===== src/rtl/serial_to_parallel_converter.sv =====
// Serial-to-parallel deserialiser with MSB/LSB-first ordering and a valid/ready word output.
// Optional build macro PARITY_CHECK_EN appends one even-parity bit per word and checks it.
package s2p_pkg;
  typedef enum logic {
    MSB_FIRST = 1'b0,
    LSB_FIRST = 1'b1
  } shift_direction_t_;
endpackage

module serial_to_parallel_converter
  import s2p_pkg::*;
#(
  parameter int N = 8
) (
  input  logic                   clk,
  input  logic                   rst,
  input  logic                   i_valid,
  input  logic                   i_bit,
  input  shift_direction_t_      direction,
  input  logic                   i_clear,
  input  logic                   o_ready,
  output logic [N-1:0]           o_data,
  output logic                   o_valid,
  output logic                   o_overrun,
  output logic                   o_parity_err,
  output logic [N-1:0]           q,
  output logic [$clog2(N+1)-1:0] count
);

  localparam int CW = $clog2(N+1);
  localparam logic [CW-1:0] N_CNT = CW'(N);
`ifdef PARITY_CHECK_EN
  localparam logic [CW-1:0] LAST_CNT = CW'(N);
`else
  localparam logic [CW-1:0] LAST_CNT = CW'(N - 1);
`endif

  shift_direction_t_ r_dir;
  shift_direction_t_ w_dir;
  logic              w_accept;
  logic              w_is_data;
  logic              w_last;
  logic              w_take;
  logic [N-1:0]      w_shift;
  logic [N-1:0]      w_word;

  // The first bit of a word uses the live direction input; later bits use the latched one.
  assign w_dir     = (count == '0) ? direction : r_dir;
  assign w_accept  = i_valid && !i_clear;
  assign w_is_data = (count < N_CNT);
  assign w_shift   = (w_dir == MSB_FIRST) ? {q[N-2:0], i_bit} : {i_bit, q[N-1:1]};
  assign w_last    = w_accept && (count == LAST_CNT);
  assign w_take    = w_last && (!o_valid || o_ready);

`ifdef PARITY_CHECK_EN
  // The parity bit is not shifted in, so the word is already complete in q.
  assign w_word = q;
`else
  assign w_word = w_shift;
`endif

  always_ff @(posedge clk or negedge rst) begin
    if (!rst) begin
      q         <= '0;
      count     <= '0;
      r_dir     <= MSB_FIRST;
      o_data    <= '0;
      o_valid   <= 1'b0;
      o_overrun <= 1'b0;
    end else begin
      o_overrun <= w_last && o_valid && !o_ready;
      if (i_clear) begin
        q     <= '0;
        count <= '0;
      end else if (i_valid) begin
        if (count == '0) r_dir <= direction;
        if (w_is_data) q <= w_shift;
        count <= w_last ? '0 : count + 1'b1;
      end
      if (w_take) begin
        o_data  <= w_word;
        o_valid <= 1'b1;
      end else if (o_valid && o_ready) begin
        o_valid <= 1'b0;
      end
    end
  end

`ifdef PARITY_CHECK_EN
  always_ff @(posedge clk or negedge rst) begin
    if (!rst) begin
      o_parity_err <= 1'b0;
    end else if (w_take) begin
      o_parity_err <= ^{q, i_bit};
    end
  end
`else
  assign o_parity_err = 1'b0;
`endif

endmodule


===== config.mk =====
export PLATFORM = sky130hd
export DESIGN_NAME = serial_to_parallel_converter
export DESIGN_NICKNAME = d
export VERILOG_FILES = /design/src/rtl/serial_to_parallel_converter.sv
export SDC_FILE = /design/constraint.sdc
export NUM_CORES = 1
export LEC_CHECK = 0
export ABC_AREA = 0
export ABC_CLOCK_PERIOD_IN_PS = 1600
export CAP_MARGIN = 10
export CORE_MARGIN = 2
export CORE_UTILIZATION = 30
export CTS_CLUSTER_DIAMETER = 200
export DETAILED_ROUTE_END_ITERATION = 10
export GPL_TIMING_DRIVEN = 0
export PLACE_DENSITY = 0.54
export SKIP_LAST_GASP = 1
export SYNTH_ARGS = -nofsm -noshare
export SYNTH_HDL_FRONTEND = slang
export SYNTH_SLANG_ARGS = --single-unit

===== constraint.sdc =====
create_clock -name clk -period 1.6 [get_ports clk]
set_input_delay 0.24 -clock clk [delete_from_list [all_inputs] [get_ports clk]]
set_output_delay 0.24 -clock clk [all_outputs]
set_load 0.05 [all_outputs]

# After elaboration in Yosys (flattened, before gate mapping)
# Index checks and enable logic that the tools add are counted.
dict set report word_totals {
  ff_bits 23
  in_bits 7
  output_inout_bits 23
  wordCells 36
}
dict set report op_classes {
  addsub 1
  magnitude_cmp 1
  n_eq_ne 1
  muxes 10
  n_bitwise 1
  n_reduce_logical 16
}
# op count
set ops {}
lappend ops {{8-bit 2-to-1 mux} 4}
lappend ops {{4-bit 2-to-1 mux} 3}
lappend ops {{1-bit logical AND} 6}
lappend ops {{2-bit nonzero test} 3}
lappend ops {{4-bit by 1-bit adder with 4-bit output (second input constant)} 1}
lappend ops {{4-bit by 3-bit equality test with 1-bit output (second input constant)} 1}
lappend ops {{4-bit logical NOT} 1}
lappend ops {{4-bit < comparator (second input constant)} 1}
lappend ops {{2-bit AND reduction} 2}
lappend ops {{1-bit logical NOT} 3}
lappend ops {{1-bit 2-to-1 mux} 3}
lappend ops {{1-bit logical OR} 1}
lappend ops {{1-bit NOT} 1}

# Depth between registers and ports, before layout
dict set report depth {
  word_depth 6
  ltp_mapped 6
  ltp_nobuf 5
}

# Worst setup path before layout
# No wires, ideal clock.
dict set report synth_path {
  path_kind {reg-to-reg}
  startpoint {register count[0]}
  endpoint {register r_dir}
  setup_ps 125
  t_arrival_ps 1685
  required_ps 1475
  setup_slack_ps -210
  stages_incl_launch_ff 7
  n_path_buf 1
  period_less_slack_ps 1810
  path_cell_list {dfrtp_1 > inv_1 > ha_1 > nor3b_1 > buf_4 > nand3b_1 > mux2_2}
}
dict set report synth_via {
  elab_chain_cells 2
}
# item line
set synth_lines {}
lappend synth_lines {{start: declaration} 27} ;# output logic [$clog2(N+1)-1:0] count
lappend synth_lines {{start signal: assignment} 78} ;# count <= w_last ? '0 : count + 1'b1;
lappend synth_lines {{4-bit logical NOT} 76} ;# if (count == '0) r_dir <= direction;
lappend synth_lines {{1-bit 2-to-1 mux} n/a}
lappend synth_lines {{end signal: assignment} 76}
lappend synth_lines {{end: declaration} 38} ;# shift_direction_t_ r_dir;
# No other way between the ends.
# A chain may end at the register's enable or synchronous reset.

# Worst setup path in the final report
# Ends and elaborated chain as after synthesis.

==> impl_results.md <==
- Inst Count DP: 175
- N_diodes: 0
- CP endpoint kind: register
- Vias in the first global route: 921
- Input/output buffers: 26
- Placer Congestion: 0.710
- Setup TNS: 0 ns
- Crit path buf inv count: 2
- Congestion Overflow GR: 0
- CTS tree: yes
- Finished Core Util: 43.0%
- Mapped Area: 1270 um^2
- Via count: 903
- Vias per cell: 4.91
- Worst VDD drop: 550 uV
- PD cells: 722 nW/um^2
- Status: complete, no violations
- Net Count, Synth: 108
- Num CTS Buffers: 3
- Crit-path max cell delay: 0.44 ns
- Aggregate routed wire length: 2.82 mm
- Final HPWL DP: 1.82 mm
- Clock Latency Late Sink: 0.27 ns
- Final hold vios: 0
- Finished Layout Cells: 184
- Setup crit start kind: register
- Routed wire per std cell: 15.3 um
- HP Class: in2async
- Layer with the highest usage: met2
- Final WS setup: 0.0429 ns
- RSZ-0062 raised after global routing: true
- Post-Synthesis Cells: 99
- Largest delay share family, worst path: flip-flops
- Max_slew headroom: 51.8%
- Setup WS pre-CTS: -0.334 ns
- Commonest non-fill, non-tap cell in the layout: dlygate4sd2_1
- H-tree lvl count: 1
- Clk_skew: 0.00244 ns
- Synthesis-to-layout area growth: 36.1%
- Slowest CP cell: dfrtp_2
- Clock slew at reported path FFs: 0.08 ns
- Layout cells sized above 1: 30.6%
- CP arrival: 1.72 ns
- CTS Sinks: 23
- Core Area: 4030 um^2
- Critical Path RT: 1.76 ns
- Period utilization: 97.3%
- Initial antenna violation count: 0
- Hold_buf cts: 0
- Register area: 579 um^2
- Row cnt: 23
- P_leak: 0.897 nW
- Worst-case clock buffer depth: 2
- Layout Nets: 144
- Final min period: 1.56 ns
- Total GRT Usage: 12.4%
- Max Slew Vio Count: 0
- GRT met3 Usage: 3.95%
- Yosys cell types: 25
- # fillers: 396
- Initial Util: 31.6%
- Met2 Use GR: 18.9%
- Mean Syn Cell Area: 12.9 um^2
- Final setup vio count: 0
- M1 GR Usage: 17.3%
- Worst-margin pin slew: 0.723 ns
- Die width: 69.1 um
- Multi-input logic area: 668 um^2
- Maximum number of pins on one net before global-route repair: 24
- Routed Antenna Nets: 0
- First-pass GRT wire length: 4.82 mm
- Die ar.: 4780 um^2
- Initial DRC count: 27
- FMAX: 642 MHz
- Drt first pass iters: 4
- Most frequent cells in the layout: 22 x dlygate4sd2_1, 21 x mux2i_1, 20 x dfrtp_1, 9 x mux2_4, 8 x a22o_1
- Worst setup path class: reg2reg
- Sequential area share after synthesis: 45.2%
- DRC violations left: 0
- Top Ports: 30
- Synth warn: 0
- Crit Path Max Fanout: 5
- Clock Tree Root: clkbuf_8
- CP Cell Sequence: inv_2 -> ha_4 -> nor3b_4 -> buf_6 -> nand3b_1 -> mux2_4
- Die H: 69.1 um
- Post-synthesis register bit count: 23
- Max-Cap Viols: 0
## report_power, final
| part | total (W) | leakage (nW) | internal (W) | switching, W |
|---|---|---|---|---|
| combinational | 0.000272 | 0.559 | 0.000125 | 0.000147 |
| clock | 0.000371 | 0.0255 | 0.000174 | 0.000196 |
| sequential | 0.000608 | 0.312 | 0.000596 | 0.0000124 |
## sequential cells by signal, indices dropped and copies added, names as in the netlist
name / cells
count: 4
o_data: 8
q: 8
o_valid: 1
o_overrun: 1
r_dir: 1
## area by class of cell
class                      instances  area share (%)
buffer                             7            4.12
tap                               50            3.61
timing repair buffer              31            16.7
clock buffer                       3            2.38
sequential                        23            33.5
inverter                           4           0.867
clock inverter                     1           0.289
multi-input combinational         65            38.6
## logic make-up (layout without fill, tap and decap cells)
kind of cell	Yosys count	after routing	synth area share, %
compound gates	13	13	8.36
xor+xnor	1	1	0.688
fa+ha+maj	2	2	1.97
buf+inv	11	46	6.49
flops	23	23	45.2
mux	34	34	30.0
other cells	1	1	0.295
simple gates	14	14	6.98
## final timing paths
path,startpoint,end,slack [ns],cells past startpoint
worst max-delay path,count[0]$_DFFE_PN0P_,r_dir$_DFFE_PN0P_,0.04,6
worst min-delay path,rst,q[5]$_DFFE_PN0P_,0.26,1
worst max register to register,count[0]$_DFFE_PN0P_,r_dir$_DFFE_PN0P_,0.04,6
worst min register to register,o_data[2]$_DFFE_PN0P_,o_data[2]$_DFFE_PN0P_,0.51,1
max in group asynchronous,rst,count[0]$_DFFE_PN0P_,0.89,2
min in group clk,i_valid,count[1]$_DFFE_PN0P_,0.26,3
## timing repair
action | in CTS | in global routing
buffers inserted | 0 | 3
gates cloned | 0 | 1
gates resized for setup | 24 | 18
pin swaps | 0 | 4
setup endpoints to repair | 33 | 18
## stage by stage
stage	area (um^2)	power [W]	hold slack, ns
after CTS	1620	0.00123	0.261
after global routing	1730	0.00132	0.282
after floorplan	1280	0.000789	-0.0556
after global placement	1600	0.000856	0.498
after detailed placement	1600	0.000859	0.496
final	1730	0.00125	0.257
## routing by layer
metal  wire (um)  up-vias  part of all wire [%]
li1            -      426                     -
met1        1380      446                    49
met2        1260       26                    45
met3         147        5                   5.2
met4          36        0                   1.3
met5           0        -                     0
## cells in the mapped netlist
| cell | number | area share [%] |
|---|---|---|
| inv_1 | 4 | 1.2 |
| and4_4 | 1 | 0.88 |
| nand2_1 | 4 | 1.2 |
| xor2_1 | 1 | 0.69 |
| dfrtp_1 | 23 | 45 |
| nand4_1 | 1 | 0.49 |
| nor3b_1 | 1 | 0.59 |
| nand2b_1 | 1 | 0.49 |
| a21oi_1 | 3 | 1.2 |
| nand3_1 | 1 | 0.39 |
| buf_6 | 2 | 1.8 |
| nand3b_1 | 1 | 0.59 |
| a311o_1 | 1 | 0.79 |
| a22o_1 | 8 | 5.5 |
| mux2_4 | 8 | 9.4 |
| clkbuf_2 | 2 | 0.79 |
| nor2_1 | 3 | 0.88 |
| a311o_2 | 1 | 0.88 |
| mux2_2 | 1 | 0.88 |
| ha_1 | 2 | 2.0 |
| conb_1 | 1 | 0.29 |
| mux2i_1 | 25 | 20 |
| buf_12 | 1 | 1.6 |
| nor3b_4 | 1 | 1.5 |
| buf_4 | 2 | 1.2 |
Power figures use the tool's default switching activity.
